===== src/rtl/pixel_compositor_if.sv =====
// Pixel-pair input and SDRAM write-FIFO output bundle for pixel_compositor.
// The slave modport is the compositor's view. The master modport is the upstream/downstream view.
interface pixel_compositor_if;
    logic        val;
    logic [9:0]  sync_x;
    logic [9:0]  sync_y;
    logic [4:0]  dvi_r;
    logic [5:0]  dvi_g;
    logic [4:0]  dvi_b;
    logic [4:0]  ccd_r;
    logic [5:0]  ccd_g;
    logic [4:0]  ccd_b;
    logic [1:0]  mode;
    logic [4:0]  alpha;
    logic        clr_ovf;
    logic        wrfull;
    logic        wrreq;
    logic [18:0] wr_addr;
    logic [15:0] wr_data;
    logic        frame_start;
    logic        overflow;

    modport slave (
        input  val, sync_x, sync_y, dvi_r, dvi_g, dvi_b, ccd_r, ccd_g, ccd_b,
               mode, alpha, clr_ovf, wrfull,
        output wrreq, wr_addr, wr_data, frame_start, overflow
    );

    modport master (
        output val, sync_x, sync_y, dvi_r, dvi_g, dvi_b, ccd_r, ccd_g, ccd_b,
               mode, alpha, clr_ovf, wrfull,
        input  wrreq, wr_addr, wr_data, frame_start, overflow
    );
endinterface


===== src/rtl/pixel_compositor.sv =====
// Composites DVI and CCD RGB565 pixels, forms the frame-buffer address and queues the
// result in a small skid FIFO toward the SDRAM write FIFO.
module pc_chan #(
    parameter int W = 5
) (
    input  logic         clk_25,
    input  logic         rst_n,
    input  logic         ld,
    input  logic         en2,
    input  logic [4:0]   a,
    input  logic [W-1:0] dvi,
    input  logic [W-1:0] ccd,
    input  logic [1:0]   sel,
    output logic [W-1:0] out
);
    localparam int PW = W + 4;

    logic [PW-1:0] s1_p, sum;
    logic [W-1:0]  s1_dvi, s1_ccd;
    logic [4:0]    inv_a;

    assign inv_a = 5'd16 - a;
    // The maximum is 16*(2^W-1)+8. This still fits in PW bits, so the rounding add cannot wrap.
    assign sum   = s1_p + PW'(8);

    always_ff @(posedge clk_25 or negedge rst_n) begin
        if (!rst_n) begin
            s1_p   <= '0;
            s1_dvi <= '0;
            s1_ccd <= '0;
            out    <= '0;
        end else begin
            if (ld) begin
                s1_p   <= PW'(ccd) * PW'(a) + PW'(dvi) * PW'(inv_a);
                s1_dvi <= dvi;
                s1_ccd <= ccd;
            end
            if (en2) begin
                case (sel)
                    2'd0:    out <= s1_dvi;
                    2'd1:    out <= s1_ccd;
                    default: out <= sum[PW-1:4];
                endcase
            end
        end
    end
endmodule

module pixel_compositor #(
    parameter int H_ACTIVE   = 640,
    parameter int V_ACTIVE   = 480,
    parameter int SPLIT_X    = 320,
    parameter int FIFO_DEPTH = 4
) (
    input  logic              clk_25,
    input  logic              rst_n,
    pixel_compositor_if.slave bus
);
    localparam int PTR_W = (FIFO_DEPTH > 1) ? $clog2(FIFO_DEPTH) : 1;

    typedef struct packed {
        logic [18:0] addr;
        logic [15:0] data;
    } wr_ent_t;

    logic        first;
    logic [4:0]  a_clamp, sh_alpha, eff_a;
    logic [1:0]  sh_mode, eff_mode, s1_mode, sel2;
    logic [2:1]  vld_pipe;
    logic [9:0]  s1_x, s1_y;
    logic        s1_inr;
    logic [18:0] s2_addr;
    logic [4:0]  s2_r, s2_b;
    logic [5:0]  s2_g;

    wr_ent_t [FIFO_DEPTH-1:0] mem;
    logic [PTR_W-1:0] wr_ptr, rd_ptr;
    logic [PTR_W:0]   count;
    logic             full, push, pop, push_ok, drop;
    wr_ent_t          head;

    // Pixel (0,0) reloads the frame config and uses it at once. Every other pixel uses the shadow copy.
    assign first    = bus.val && (bus.sync_x == 10'd0) && (bus.sync_y == 10'd0);
    assign a_clamp  = (bus.alpha > 5'd16) ? 5'd16 : bus.alpha;
    assign eff_mode = first ? bus.mode : sh_mode;
    assign eff_a    = first ? a_clamp  : sh_alpha;
    assign sel2     = (s1_mode == 2'd3) ? ((s1_x < 10'(SPLIT_X)) ? 2'd0 : 2'd1) : s1_mode;

    pc_chan #(.W(5)) u_chan_r (.clk_25(clk_25), .rst_n(rst_n), .ld(bus.val), .en2(vld_pipe[1]),
        .a(eff_a), .dvi(bus.dvi_r), .ccd(bus.ccd_r), .sel(sel2), .out(s2_r));
    pc_chan #(.W(6)) u_chan_g (.clk_25(clk_25), .rst_n(rst_n), .ld(bus.val), .en2(vld_pipe[1]),
        .a(eff_a), .dvi(bus.dvi_g), .ccd(bus.ccd_g), .sel(sel2), .out(s2_g));
    pc_chan #(.W(5)) u_chan_b (.clk_25(clk_25), .rst_n(rst_n), .ld(bus.val), .en2(vld_pipe[1]),
        .a(eff_a), .dvi(bus.dvi_b), .ccd(bus.ccd_b), .sel(sel2), .out(s2_b));

    always_ff @(posedge clk_25 or negedge rst_n) begin
        if (!rst_n) begin
            vld_pipe        <= '0;
            sh_mode         <= 2'd0;
            sh_alpha        <= 5'd8;
            bus.frame_start <= 1'b0;
            s1_x            <= '0;
            s1_y            <= '0;
            s1_inr          <= 1'b0;
            s1_mode         <= '0;
            s2_addr         <= '0;
        end else begin
            vld_pipe        <= {vld_pipe[1] && s1_inr, bus.val};
            bus.frame_start <= first;
            if (first) begin
                sh_mode  <= bus.mode;
                sh_alpha <= a_clamp;
            end
            if (bus.val) begin
                s1_x    <= bus.sync_x;
                s1_y    <= bus.sync_y;
                s1_inr  <= (bus.sync_x < 10'(H_ACTIVE)) && (bus.sync_y < 10'(V_ACTIVE));
                s1_mode <= eff_mode;
            end
            if (vld_pipe[1])
                s2_addr <= 19'(s1_y) * 19'(H_ACTIVE) + 19'(s1_x);
        end
    end

    // Skid FIFO. When full, a push is accepted only if a pop frees a slot on the same edge.
    assign head        = mem[rd_ptr];
    assign full        = (count == (PTR_W+1)'(FIFO_DEPTH));
    assign bus.wrreq   = (count != '0) && !bus.wrfull;
    assign bus.wr_addr = head.addr;
    assign bus.wr_data = head.data;
    assign push        = vld_pipe[2];
    assign pop         = bus.wrreq;
    assign push_ok     = push && (!full || pop);
    assign drop        = push && full && !pop;

    always_ff @(posedge clk_25 or negedge rst_n) begin
        if (!rst_n) begin
            mem          <= '0;
            wr_ptr       <= '0;
            rd_ptr       <= '0;
            count        <= '0;
            bus.overflow <= 1'b0;
        end else begin
            if (push_ok) begin
                mem[wr_ptr] <= '{addr: s2_addr, data: {s2_r, s2_g, s2_b}};
                wr_ptr      <= wr_ptr + 1'b1;
            end
            if (pop)
                rd_ptr <= rd_ptr + 1'b1;
            case ({push_ok, pop})
                2'b10:   count <= count + 1'b1;
                2'b01:   count <= count - 1'b1;
                default: count <= count;
            endcase
            if (drop)
                bus.overflow <= 1'b1;
            else if (bus.clr_ovf)
                bus.overflow <= 1'b0;
        end
    end
endmodule


===== src/flat_wrapper.sv =====
// flat-port wrapper written by rule: the top's interface ports become plain ports
module pixel_compositor_flat 
#(
    parameter int H_ACTIVE   = 640,
    parameter int V_ACTIVE   = 480,
    parameter int SPLIT_X    = 320,
    parameter int FIFO_DEPTH = 4
)
  (clk_25, rst_n, bus_val, bus_sync_x, bus_sync_y, bus_dvi_r, bus_dvi_g, bus_dvi_b, bus_ccd_r, bus_ccd_g, bus_ccd_b, bus_mode, bus_alpha, bus_clr_ovf, bus_wrfull, bus_wrreq, bus_wr_addr, bus_wr_data, bus_frame_start, bus_overflow);
  pixel_compositor_if bus_i ();
  input  logic clk_25;
  input  logic rst_n;
  input wire logic [$bits(bus_i.val)-1:0] bus_val;
  input wire logic [$bits(bus_i.sync_x)-1:0] bus_sync_x;
  input wire logic [$bits(bus_i.sync_y)-1:0] bus_sync_y;
  input wire logic [$bits(bus_i.dvi_r)-1:0] bus_dvi_r;
  input wire logic [$bits(bus_i.dvi_g)-1:0] bus_dvi_g;
  input wire logic [$bits(bus_i.dvi_b)-1:0] bus_dvi_b;
  input wire logic [$bits(bus_i.ccd_r)-1:0] bus_ccd_r;
  input wire logic [$bits(bus_i.ccd_g)-1:0] bus_ccd_g;
  input wire logic [$bits(bus_i.ccd_b)-1:0] bus_ccd_b;
  input wire logic [$bits(bus_i.mode)-1:0] bus_mode;
  input wire logic [$bits(bus_i.alpha)-1:0] bus_alpha;
  input wire logic [$bits(bus_i.clr_ovf)-1:0] bus_clr_ovf;
  input wire logic [$bits(bus_i.wrfull)-1:0] bus_wrfull;
  output wire logic [$bits(bus_i.wrreq)-1:0] bus_wrreq;
  output wire logic [$bits(bus_i.wr_addr)-1:0] bus_wr_addr;
  output wire logic [$bits(bus_i.wr_data)-1:0] bus_wr_data;
  output wire logic [$bits(bus_i.frame_start)-1:0] bus_frame_start;
  output wire logic [$bits(bus_i.overflow)-1:0] bus_overflow;
  assign bus_i.val = bus_val;
  assign bus_i.sync_x = bus_sync_x;
  assign bus_i.sync_y = bus_sync_y;
  assign bus_i.dvi_r = bus_dvi_r;
  assign bus_i.dvi_g = bus_dvi_g;
  assign bus_i.dvi_b = bus_dvi_b;
  assign bus_i.ccd_r = bus_ccd_r;
  assign bus_i.ccd_g = bus_ccd_g;
  assign bus_i.ccd_b = bus_ccd_b;
  assign bus_i.mode = bus_mode;
  assign bus_i.alpha = bus_alpha;
  assign bus_i.clr_ovf = bus_clr_ovf;
  assign bus_i.wrfull = bus_wrfull;
  assign bus_wrreq = bus_i.wrreq;
  assign bus_wr_addr = bus_i.wr_addr;
  assign bus_wr_data = bus_i.wr_data;
  assign bus_frame_start = bus_i.frame_start;
  assign bus_overflow = bus_i.overflow;
  pixel_compositor #(.H_ACTIVE(H_ACTIVE), .V_ACTIVE(V_ACTIVE), .SPLIT_X(SPLIT_X), .FIFO_DEPTH(FIFO_DEPTH)) u_core (.clk_25(clk_25), .rst_n(rst_n), .bus(bus_i));
endmodule

===== config.mk =====
export PLATFORM = sky130hd
export DESIGN_NAME = pixel_compositor_flat
export DESIGN_NICKNAME = d
export VERILOG_FILES = /design/src/rtl/pixel_compositor_if.sv /design/src/rtl/pixel_compositor.sv /design/src/flat_wrapper.sv
export SDC_FILE = /design/constraint.sdc
export NUM_CORES = 1
export LEC_CHECK = 0
export BUFFER_PORTS_ARGS = -buffer_cell sky130_fd_sc_hd__buf_2
export CORE_ASPECT_RATIO = 0.9
export CORE_MARGIN = 2
export CORE_UTILIZATION = 35
export CTS_CLUSTER_DIAMETER = 60
export DETAILED_ROUTE_END_ITERATION = 8
export GPL_TIMING_DRIVEN = 0
export PLACE_DENSITY = 0.56
export SLEW_MARGIN = 0
export SYNTH_ARGS = -nofsm -noshare
export SYNTH_HDL_FRONTEND = slang
export SYNTH_SLANG_ARGS = --single-unit

===== constraint.sdc =====
create_clock -name clk_25 -period 13.4 [get_ports clk_25]
set_clock_uncertainty 0.2 [all_clocks]
set_input_delay 2.01 -clock clk_25 [delete_from_list [all_inputs] [get_ports clk_25]]
set_output_delay 2.01 -clock clk_25 [all_outputs]
set_load 0.03 [all_outputs]

==> flow_summary.toml <==
[outcome]
run_status = "finished, final reports clean"

[critical_path]
critical_path_required_ps = 13670
reg2reg_from = "u_core.sh_alpha[0]"
r2r-end = "u_core.u_chan_g.s1_p[9]"
crit_path_max_fanout = 10
critical_path_arrival_ps = 10170
worst_setup_path_startpoint = "bus_sync_x[5]"
worst-r2r-cell-count = 24
setup_slack_of_the_worst_register_to_register_path_ps = 5670
critPathLaunchType = "input port"
crit_path_end_kind = "flop"
timing_worst_setup_path_type = "in2reg"

[logic_synthesis]
synth.avg_cell_area_sq_um = 12.0
postSynthCellCount = 1413
synth_enable_flop_cells = 0
ys_seq_elements = 267
synth-seq-area-share = 0.393
mappedNetlistArea_sq_um = 17000
dominantRegCellSynth = "dfrtp_1"
synth_fp_nets = 1676
synth.lib_cells_used.distinct = 62
yosys_warnings = 0
asyncSetResetFlopFracSynth = 1.00

[layout]
fillers = 4578
design_area_sq_um = 19500
area.growth.synth_to_final_pct = 14.4
nNetsFinal = 1812
diodes = 0
drive_above_1_share = 0.278

[cts]
root_buffer = "clkbuf_16"
cts_post_setup_buffers_inserted = 0
clkTransAtPathRegs_ps = 60
holdBufCountCts = 0
cts_made_buffers = 31
cts-htree-levels = 1
clk_latency_ps = 550
tritoncts = "built"
cts-resized-gates = 0
clock-sinks = 267
cts.path.max_buffers = 3

[timing]
slew-limit-headroom = 0.281
grt_setup_unrepaired = "false"
hold_violations = 0
tightestPinTransition_ps = 1070
final_period_utilization = 0.738
post-route-min-period_ps = 9900
clock.fmax_ghz = 0.101
accumulated_negative_setup_slack_ps = 0
timing.final.setup_violations = 0
slew_violations = 0

[worst_hold_path]
hp-start = "u_core.sh_mode[1]"
path_category_of_the_worst_min_delay_check = "reg2reg"
min_delay_path_depth = 2
min_delay_worst_endpoint = "u_core.sh_mode[1]"

[power_and_ir_drop]
power.switching_mw = 1.28
leakagePower_nw = 9.12
internal_power_mw = 2.33
switching_share = 0.354
p_per_area_nw_per_um2 = 186
clock_power_share = 0.245
pwr-share-seq = 0.350
comb_power_share = 0.405
power.ir.vdd_worst_mv = 0.0784

[detailed_routing]
detail_route.wirelength_mm = 41.3
detailedRoute.firstIterationViolations = 619
vias = 10800
drt-pass1-iter-count = 7
antenna_left = 0
detail_route.drc_violations = 0
post_drt_via_cell_ratio = 4.91
post_drt_wl_per_cell_um = 18.8

[die]
start_util = 0.355
row_count = 76
die_area_sq_um = 50400
die_x_um = 236
num_io_pins = 102
die_y_um = 213
coreArea_sq_um = 47900

[flow_run]
maxCapViolCount = 0

[global_route]
first_global_vias = 11400
track_usage = 0.167
initial_antenna_violation_count = 5
grt_pass1_wl_mm = 65.4
grt_start_max_net_pins = 126
grt_remaining_overflow = 0

[place]
place.detailed.hpwl_mm = 31.3
placement.cell_area_sq_um = 18400
port-buffer-count = 101
gp_congestion = 0.828
logic make-up after synthesis:
logic type / synth area share
fa+ha+maj: 0.187
buf+inv: 0.0458
xor+xnor: 0.0369
simple gates: 0.0927
mux: 0.208
flops: 0.393
compound gates: 0.0361
how the worst max path moves through the flow:
stage	endpoint	slack [ps]
6_report	u_core.u_chan_g.s1_p[9]	3500
2_1_floorplan	u_core.u_chan_b.s1_p[6]	4840
3_3_place_gp	u_core.u_chan_g.s1_p[9]	3010
4_1_cts	u_core.u_chan_g.s1_p[9]	3450
3_5_place_dp	u_core.u_chan_g.s1_p[9]	2900
5_1_grt	u_core.u_chan_g.s1_p[9]	3020
cells in the final DEF (no fill, tap or decap), types with 33 or more instances in the layout:
cell and count:
and2_1 103, buf_2 102, clkbuf_1 47, dfrtp_1 266
fa_1 92, ha_1 107, inv_1 153, mux2_2 228
mux4_2 35, nand2_1 96, o21ai_0 33, xnor2_1 42
state kept, by name, summed over array words and instances (netlist names), 3 cells and up:
name and cells:
u_core.u_chan_r.s1_p 6, u_core.mem 140, u_core.u_chan_b.s1_dvi 5, u_core.s2_addr 19
u_core.u_chan_g.s1_p 7, u_core.u_chan_r.out 5, u_core.u_chan_g.s1_ccd 6, u_core.sh_alpha 5
u_core.u_chan_b.out 5, u_core.u_chan_g.s1_dvi 6, u_core.s1_y 10, u_core.u_chan_g.out 6
u_core.u_chan_r.s1_ccd 5, u_core.u_chan_b.s1_ccd 5, u_core.s1_x 10, u_core.u_chan_r.s1_dvi 5
u_core.u_chan_b.s1_p 6, u_core.count 3
power groups by stage:
stage / sequential [mW] / combinational (mW) / clock [mW]
6_report: 1.26 / 1.46 / 0.886
2_1_floorplan: 1.21 / 1.13 / 0
4_1_cts: 1.26 / 1.49 / 0.910
3_5_place_dp: 1.28 / 1.48 / 0
5_1_grt: 1.30 / 1.61 / 0.944
3_3_place_gp: 1.26 / 1.45 / 0
synthesized netlist by cell type (5+ instances only):
master    instances  share of area
and3_1            5         0.0018
xnor2_1          42          0.022
a21o_1            6         0.0026
nor3_1            7         0.0021
nand2_1          96          0.021
ha_1            107          0.079
fa_1             92           0.11
nand2b_1          6         0.0022
xor2_1           22          0.011
dfrtp_1         266           0.39
a211oi_1          5         0.0022
mux2i_1          15         0.0088
a21oi_1          21         0.0062
o21ai_0          33         0.0097
nor2_1           31         0.0068
buf_1             5         0.0011
nand3_1          15         0.0044
clkbuf_1         44         0.0097
inv_1           153          0.034
and2_1          103          0.038
nor2b_1           7         0.0026
mux4_2           35          0.046
nand4_1           5         0.0018
mux2_2          228           0.15
layout make-up:
class,instances,area [sq um],share of cell area
Multi-Input combinational cell,940,9540,0.490
Inverter,155,584,0.0300
Timing Repair Buffer,103,571,0.0293
Clock inverter,14,188,0.00965
Clock buffer,43,911,0.0468
Tap cell,624,781,0.0401
Sequential cell,267,6680,0.344
Buffer,51,194,0.00997
critical path: stages:
cell and delay [ps]:
buf_2 110, nor4_2 490, nand4_1 350, nor3_1 470, or2_1 160, clkbuf_1 340
inv_1 170, ha_1 240, inv_1 200, xnor2_1 500, clkbuf_1 640, nand2_1 160
fa_1 490, fa_1 550, inv_1 60, fa_1 500, fa_1 540, inv_1 50
fa_1 530, inv_1 40, ha_1 330, and3_1 200, a211oi_1 330, o31a_1 270
xnor3_1 250, a21oi_1 140
metal layers:
metal	track usage	vias up	routed length [um]
met5	0	-	36
met4	0.0415	8	962
met3	0.0178	65	1320
met2	0.276	161	19100
met1	0.236	5505	19900
li1	-	5059	-
through the flow:
| step | setup slack, ps | cells | util | hold slack (ps) | total power, mW |
|---|---|---|---|---|---|
| 2_1_floorplan | 4840 | 1413 | - | 236 | 2.34 |
| 3_3_place_gp | 3010 | 2138 | 0.382 | 253 | 2.72 |
| 3_5_place_dp | 2900 | 2140 | 0.383 | 255 | 2.76 |
| 4_1_cts | 3450 | 2197 | 0.406 | 271 | 3.66 |
| 5_1_grt | 3020 | 2197 | 0.406 | 308 | 3.85 |
| 6_report | 3500 | 2197 | 0.406 | 273 | 3.61 |
No activity file was read; power rests on OpenSTA's default activity.
